`src/rtl/output_scheduler.sv`:
```
`default_nettype none
// ============================================================================
//  Module      : output_scheduler
//  Description : Per-output-port scheduler. Round-robin arbitration among four
//                input selectors, grant held for a full packet, flits paced
//                against downstream buffer credits.
//  Revision    : 1.0 - initial release
// ============================================================================
module output_scheduler #(
  parameter int PACKET_FLITS = 5,
  parameter int BUFFER_DEPTH = 4,
  parameter int CREDIT_WIDTH = 3
) (
  input  logic       clk,
  input  logic       reset,
  input  logic [3:0] request_vector_din,
  input  logic       credit_in_din,
  output logic [3:0] grant_vector_dout,
  output logic [3:0] transfer_strobe_dout,
  output logic       port_available_dout,
  output logic       flit_valid_dout
);

  localparam int                      c_CNT_W       = (PACKET_FLITS > 1) ? $clog2(PACKET_FLITS) : 1;
  localparam logic [c_CNT_W-1:0]      c_LAST_FLIT   = c_CNT_W'(PACKET_FLITS - 1);
  localparam logic [CREDIT_WIDTH-1:0] c_MAX_CREDITS = CREDIT_WIDTH'(BUFFER_DEPTH);

  typedef enum logic [0:0] {
    S_IDLE   = 1'b0,
    S_ACTIVE = 1'b1
  } state_t;

  state_t                  state_q, state_d;
  logic [3:0]              grant_q, grant_d;
  logic [3:0]              strobe_q, strobe_d;
  logic [1:0]              rr_ptr_q, rr_ptr_d;
  logic [c_CNT_W-1:0]      flit_count_q, flit_count_d;
  logic [CREDIT_WIDTH-1:0] credits_q, credits_d;

  logic                    win_found;
  logic [1:0]              win_idx;
  logic [1:0]              cand_idx;
  logic [CREDIT_WIDTH:0]   credit_sum;

  // Outputs are taken straight from registers; flit_valid only decodes state and credits.
  assign grant_vector_dout    = grant_q;
  assign transfer_strobe_dout = strobe_q;
  assign port_available_dout  = (state_q == S_IDLE);
  assign flit_valid_dout      = (state_q == S_ACTIVE) && (credits_q != '0);

  // Round-robin search: first requester after the last winner, wrapping around.
  always_comb begin
    win_found = 1'b0;
    win_idx   = '0;
    cand_idx  = '0;
    for (int k = 1; k <= 4; k++) begin
      cand_idx = rr_ptr_q + 2'(k);
      if (!win_found && request_vector_din[cand_idx]) begin
        win_found = 1'b1;
        win_idx   = cand_idx;
      end
    end
  end

  // Credit bookkeeping runs in both states; overflow from a misbehaving downstream saturates.
  always_comb begin
    credit_sum = {1'b0, credits_q}
               - {{CREDIT_WIDTH{1'b0}}, flit_valid_dout}
               + {{CREDIT_WIDTH{1'b0}}, credit_in_din};
    if (credit_sum > {1'b0, c_MAX_CREDITS}) begin
      credits_d = c_MAX_CREDITS;
    end else begin
      credits_d = credit_sum[CREDIT_WIDTH-1:0];
    end
  end

  // Next-state logic: grant on a request in IDLE, release after the last flit of the packet.
  always_comb begin
    state_d      = state_q;
    grant_d      = grant_q;
    strobe_d     = '0;
    rr_ptr_d     = rr_ptr_q;
    flit_count_d = flit_count_q;
    unique case (state_q)
      S_IDLE: begin
        if (win_found) begin
          state_d      = S_ACTIVE;
          grant_d      = 4'b0001 << win_idx;
          strobe_d     = 4'b0001 << win_idx;
          rr_ptr_d     = win_idx;
          flit_count_d = '0;
        end
      end
      S_ACTIVE: begin
        if (flit_valid_dout) begin
          if (flit_count_q == c_LAST_FLIT) begin
            state_d      = S_IDLE;
            grant_d      = '0;
            flit_count_d = '0;
          end else begin
            flit_count_d = flit_count_q + c_CNT_W'(1);
          end
        end
      end
      default: begin
        state_d = S_IDLE;
        grant_d = '0;
      end
    endcase
  end

  // State registers; reset aborts any packet in flight and refills the credit pool.
  always_ff @(posedge clk or negedge reset) begin
    if (!reset) begin
      state_q      <= S_IDLE;
      grant_q      <= '0;
      strobe_q     <= '0;
      rr_ptr_q     <= 2'd3;
      flit_count_q <= '0;
      credits_q    <= c_MAX_CREDITS;
    end else begin
      state_q      <= state_d;
      grant_q      <= grant_d;
      strobe_q     <= strobe_d;
      rr_ptr_q     <= rr_ptr_d;
      flit_count_q <= flit_count_d;
      credits_q    <= credits_d;
    end
  end

`ifndef SYNTHESIS
  // A credit returned while the pool is already full (and nothing is sent) is a downstream bug.
  a_credit_overflow : assert property (@(posedge clk) disable iff (!reset)
    !(credit_in_din && !flit_valid_dout && (credits_q == c_MAX_CREDITS)))
    else $error("output_scheduler: credit return above buffer depth");
`endif

endmodule
`default_nettype wire
```
`config.mk`:
```
export PLATFORM = sky130hd
export DESIGN_NAME = output_scheduler
export DESIGN_NICKNAME = d
export VERILOG_FILES = /design/src/rtl/output_scheduler.sv
export SDC_FILE = /design/constraint.sdc
export NUM_CORES = 1
export LEC_CHECK = 0
export ABC_CLOCK_PERIOD_IN_PS = 2230
export CORE_MARGIN = 5
export CORE_UTILIZATION = 43
export CTS_CLUSTER_SIZE = 10
export DETAILED_ROUTE_END_ITERATION = 8
export PLACE_DENSITY = 0.8
export SLEW_MARGIN = 20
export SYNTH_ARGS = -nofsm -noshare
export SYNTH_HDL_FRONTEND = slang
export SYNTH_SLANG_ARGS = --single-unit
```
`constraint.sdc`:
```
create_clock -name clk -period 2.23 [get_ports clk]
set_input_delay 0.446 -clock clk [delete_from_list [all_inputs] [get_ports clk]]
set_output_delay 0.446 -clock clk [all_outputs]
set_load 0.01 [all_outputs]
```
==> run summary <==
Outcome: finished, final reports clean
Hold Vio Cnt, Final: 0
Share of layout cells above drive strength 1: 12.3%
Die X-Extent: 55.0 µm
Post-synth design cell area: 872 µm²
Number of CTS-inserted buffers: 3
Seq/Total Area, Yosys: 49.2%
Maxcap violations: 0
R2r endpoint: credits_q[0]
IO Pins: 17
Max Fclk: 0.469 GHz
Post-CTS sizing: 0
Die Y: 55.0 µm
Post-route cell area: 1100 µm²
CP max stage delay: 0.54 ns
Synthesized net count: 100
Most common cell after layout, fill and taps aside: clkdlybuf4s50_1
DR WL/cell: 13.8 µm
Die area: 3030 µm²
Total of warnings raised by yosys: 0
Period utilisation layout: 95.6%
Clk sink count: 17
Clock slew at reported path FFs: 0.10 ns
1st-iter DRT viols: 16
Setup crit end kind: output port
Synth Register Bits: 17
Cell Area, Placed: 1070 µm²
Startpoint Class: register
Lkg Pwr: 0.509 nW
CTS tree: built
Gate Count Post-Synth: 86
Routed via count: 685
First-pass GRT wire length: 3020 µm
Setup bufs post-CTS: 0
Cts hold-fix bufs: 0
WS Path Type: register to output port
Final TNS setup: 0 ns
Clk root buf: clkbuf_4
H-Tree Depth: 1
Num rows: 16
Crit path max-delay family: buffers and inverters
Dpl hpwl: 1410 µm
Antenna diode count: 0
Critical R2R Launch: credits_q[0]
Worst hold path stage count: 2
Synth unique cells: 28
Total track usage: 14.4%
GP Congestion: 0.718
Min-delay worst type: register to register
NumNets Final: 121
Worst-Margin Slew: 0.715 ns
DRC Markers: 0
Starting Density: 44.9%
PwrDens: 1390 nW/µm²
Most frequent cells in the layout: 16 x clkdlybuf4s50_1, 14 x dfrtp_1, 11 x nand2_1
GRT overflow: 0
Clk_lat worst skew: 0.29 ns
R2R depth: 8
DR pass1 iterations: 4
Area grow syn2layout: 26.4%
Max stage delay cell, worst path: dfstp_2
Largest net degree at the start of global routing: 18
Peak VDD IR: 0.717 mV
Vias in the first global route: 654
Final min period: 2.13 ns
Slew margin rel.: 52.2%
Worst Path Buf+Inv: 2
Data arrival, critical path: 1.69 ns
Hold path endpoint: grant_vector_dout[3]
Critical path, cell by cell: o31a_1, buf_4, clkdlybuf4s50_1
Syn Area/Cell: 10.1 µm²
RSZ-0062 raised after global routing: false
PortBufs: 16
Slew Limit Fails: 0
Vias per cell: 5.15
Critical-path maximum fanout: 8
Setup violators final: 0
Worst-case clock skew: 0.00604 ns
Core box area: 1940 µm²
R2r setup slk: 0.17 ns
Clock buffer depth: 2
Hold Path Origin: grant_vector_dout[3]
Core Util, Final: 56.8%
Initial antenna violation count: 0
WP data required: 1.78 ns
WL final: 1830 µm
ANT nets after route: 0
-- synth_stat cells (all sizes together) --
| library cell | number | area [µm²] |
|---|---|---|
| o22ai | 4 | 25.0 |
| o31a | 1 | 8.76 |
| o221ai | 1 | 8.76 |
| dfstp | 3 | 78.8 |
| or2 | 1 | 6.26 |
| a221o | 1 | 10.0 |
| ha | 6 | 75.1 |
| nand2 | 11 | 41.3 |
| nand3b | 1 | 7.51 |
| nand2b | 3 | 18.8 |
| inv | 9 | 33.8 |
| a221oi | 1 | 15.0 |
| nor2 | 9 | 36.3 |
| a21o | 2 | 15.0 |
| fa | 1 | 20.0 |
| o21ai | 3 | 15.0 |
| nor2b | 1 | 6.26 |
| xnor2 | 2 | 17.5 |
| o31ai | 2 | 15.0 |
| a21boi | 1 | 7.51 |
| nor4 | 1 | 12.5 |
| nand3 | 1 | 5.00 |
| dfrtp | 14 | 350 |
| or3 | 1 | 11.3 |
| nand4 | 1 | 6.26 |
| a21oi | 4 | 20.0 |
| buf | 1 | 5.00 |
-- sequential cells by signal, indices dropped and copies added (netlist names) --
signal	cells
credits_q	3
flit_count_q	3
transfer_strobe_dout	4
grant_vector_dout	4
state_q	1
rr_ptr_q	2
-- kinds of logic after synthesis --
kind of cell | share of synthesized area (%)
simple gates | 17.4
compound gates | 16.1
flops | 49.2
buf+inv | 4.45
fa+ha+maj | 10.9
xor+xnor | 2.01
-- how the worst max path moves through the flow --
| stage | from | end | slack [ns] | depth (start not counted) |
|---|---|---|---|---|
| 4_1_cts | credits_q[2] | flit_valid_dout | 0.09 | 3 |
| 2_1_floorplan | credits_q[1] | credits_q[0] | 0.12 | 9 |
| 3_3_place_gp | credits_q[1] | credits_q[1] | 0.22 | 8 |
| 3_5_place_dp | credits_q[0] | credits_q[0] | 0.15 | 8 |
| 5_1_grt | credits_q[1] | credits_q[0] | 0.02 | 8 |
| 6_report | credits_q[2] | flit_valid_dout | 0.1 | 3 |
-- stage by stage --
step | total power [mW] | worst slack [ns] | hold WS (ns) | std cells
2_1_floorplan | 1.06 | 0.118 | 0.150 | 86
3_3_place_gp | 1.29 | 0.215 | 0.503 | 129
3_5_place_dp | 1.35 | 0.152 | 0.531 | 129
4_1_cts | 1.52 | 0.0924 | 0.549 | 133
5_1_grt | 1.69 | 0.0177 | 0.561 | 133
6_report | 1.53 | 0.0982 | 0.549 | 133
-- layout make-up --
class,instances,area [µm²]
fillers,189,840
flip-flops and latches,17,429
multi-input cells,59,412
repair buffers,17,168
inverters,9,33.8
well taps,27,33.8
clock buffers,4,26.3
-- tightest hold or removal path, delay by kind of cell (launching register included) --
family          cells  cell delay [ns]
compound gates      1             0.07
flops               1             0.39
simple gates        1             0.06
-- routing by layer --
metal,track usage [%],wire length [µm]
met5,0,0
met4,4.86,20
met3,4.83,97
met2,23.2,909
met1,17.9,803
-- where the power goes --
part	internal (mW)	switching, mW	total, mW
logic	0.406	0.440	0.846
registers	0.443	0.0806	0.524
clock network	0.0696	0.0933	0.163
total	0.918	0.614	1.53
Note: power is estimated with default switching activity, not from simulation.
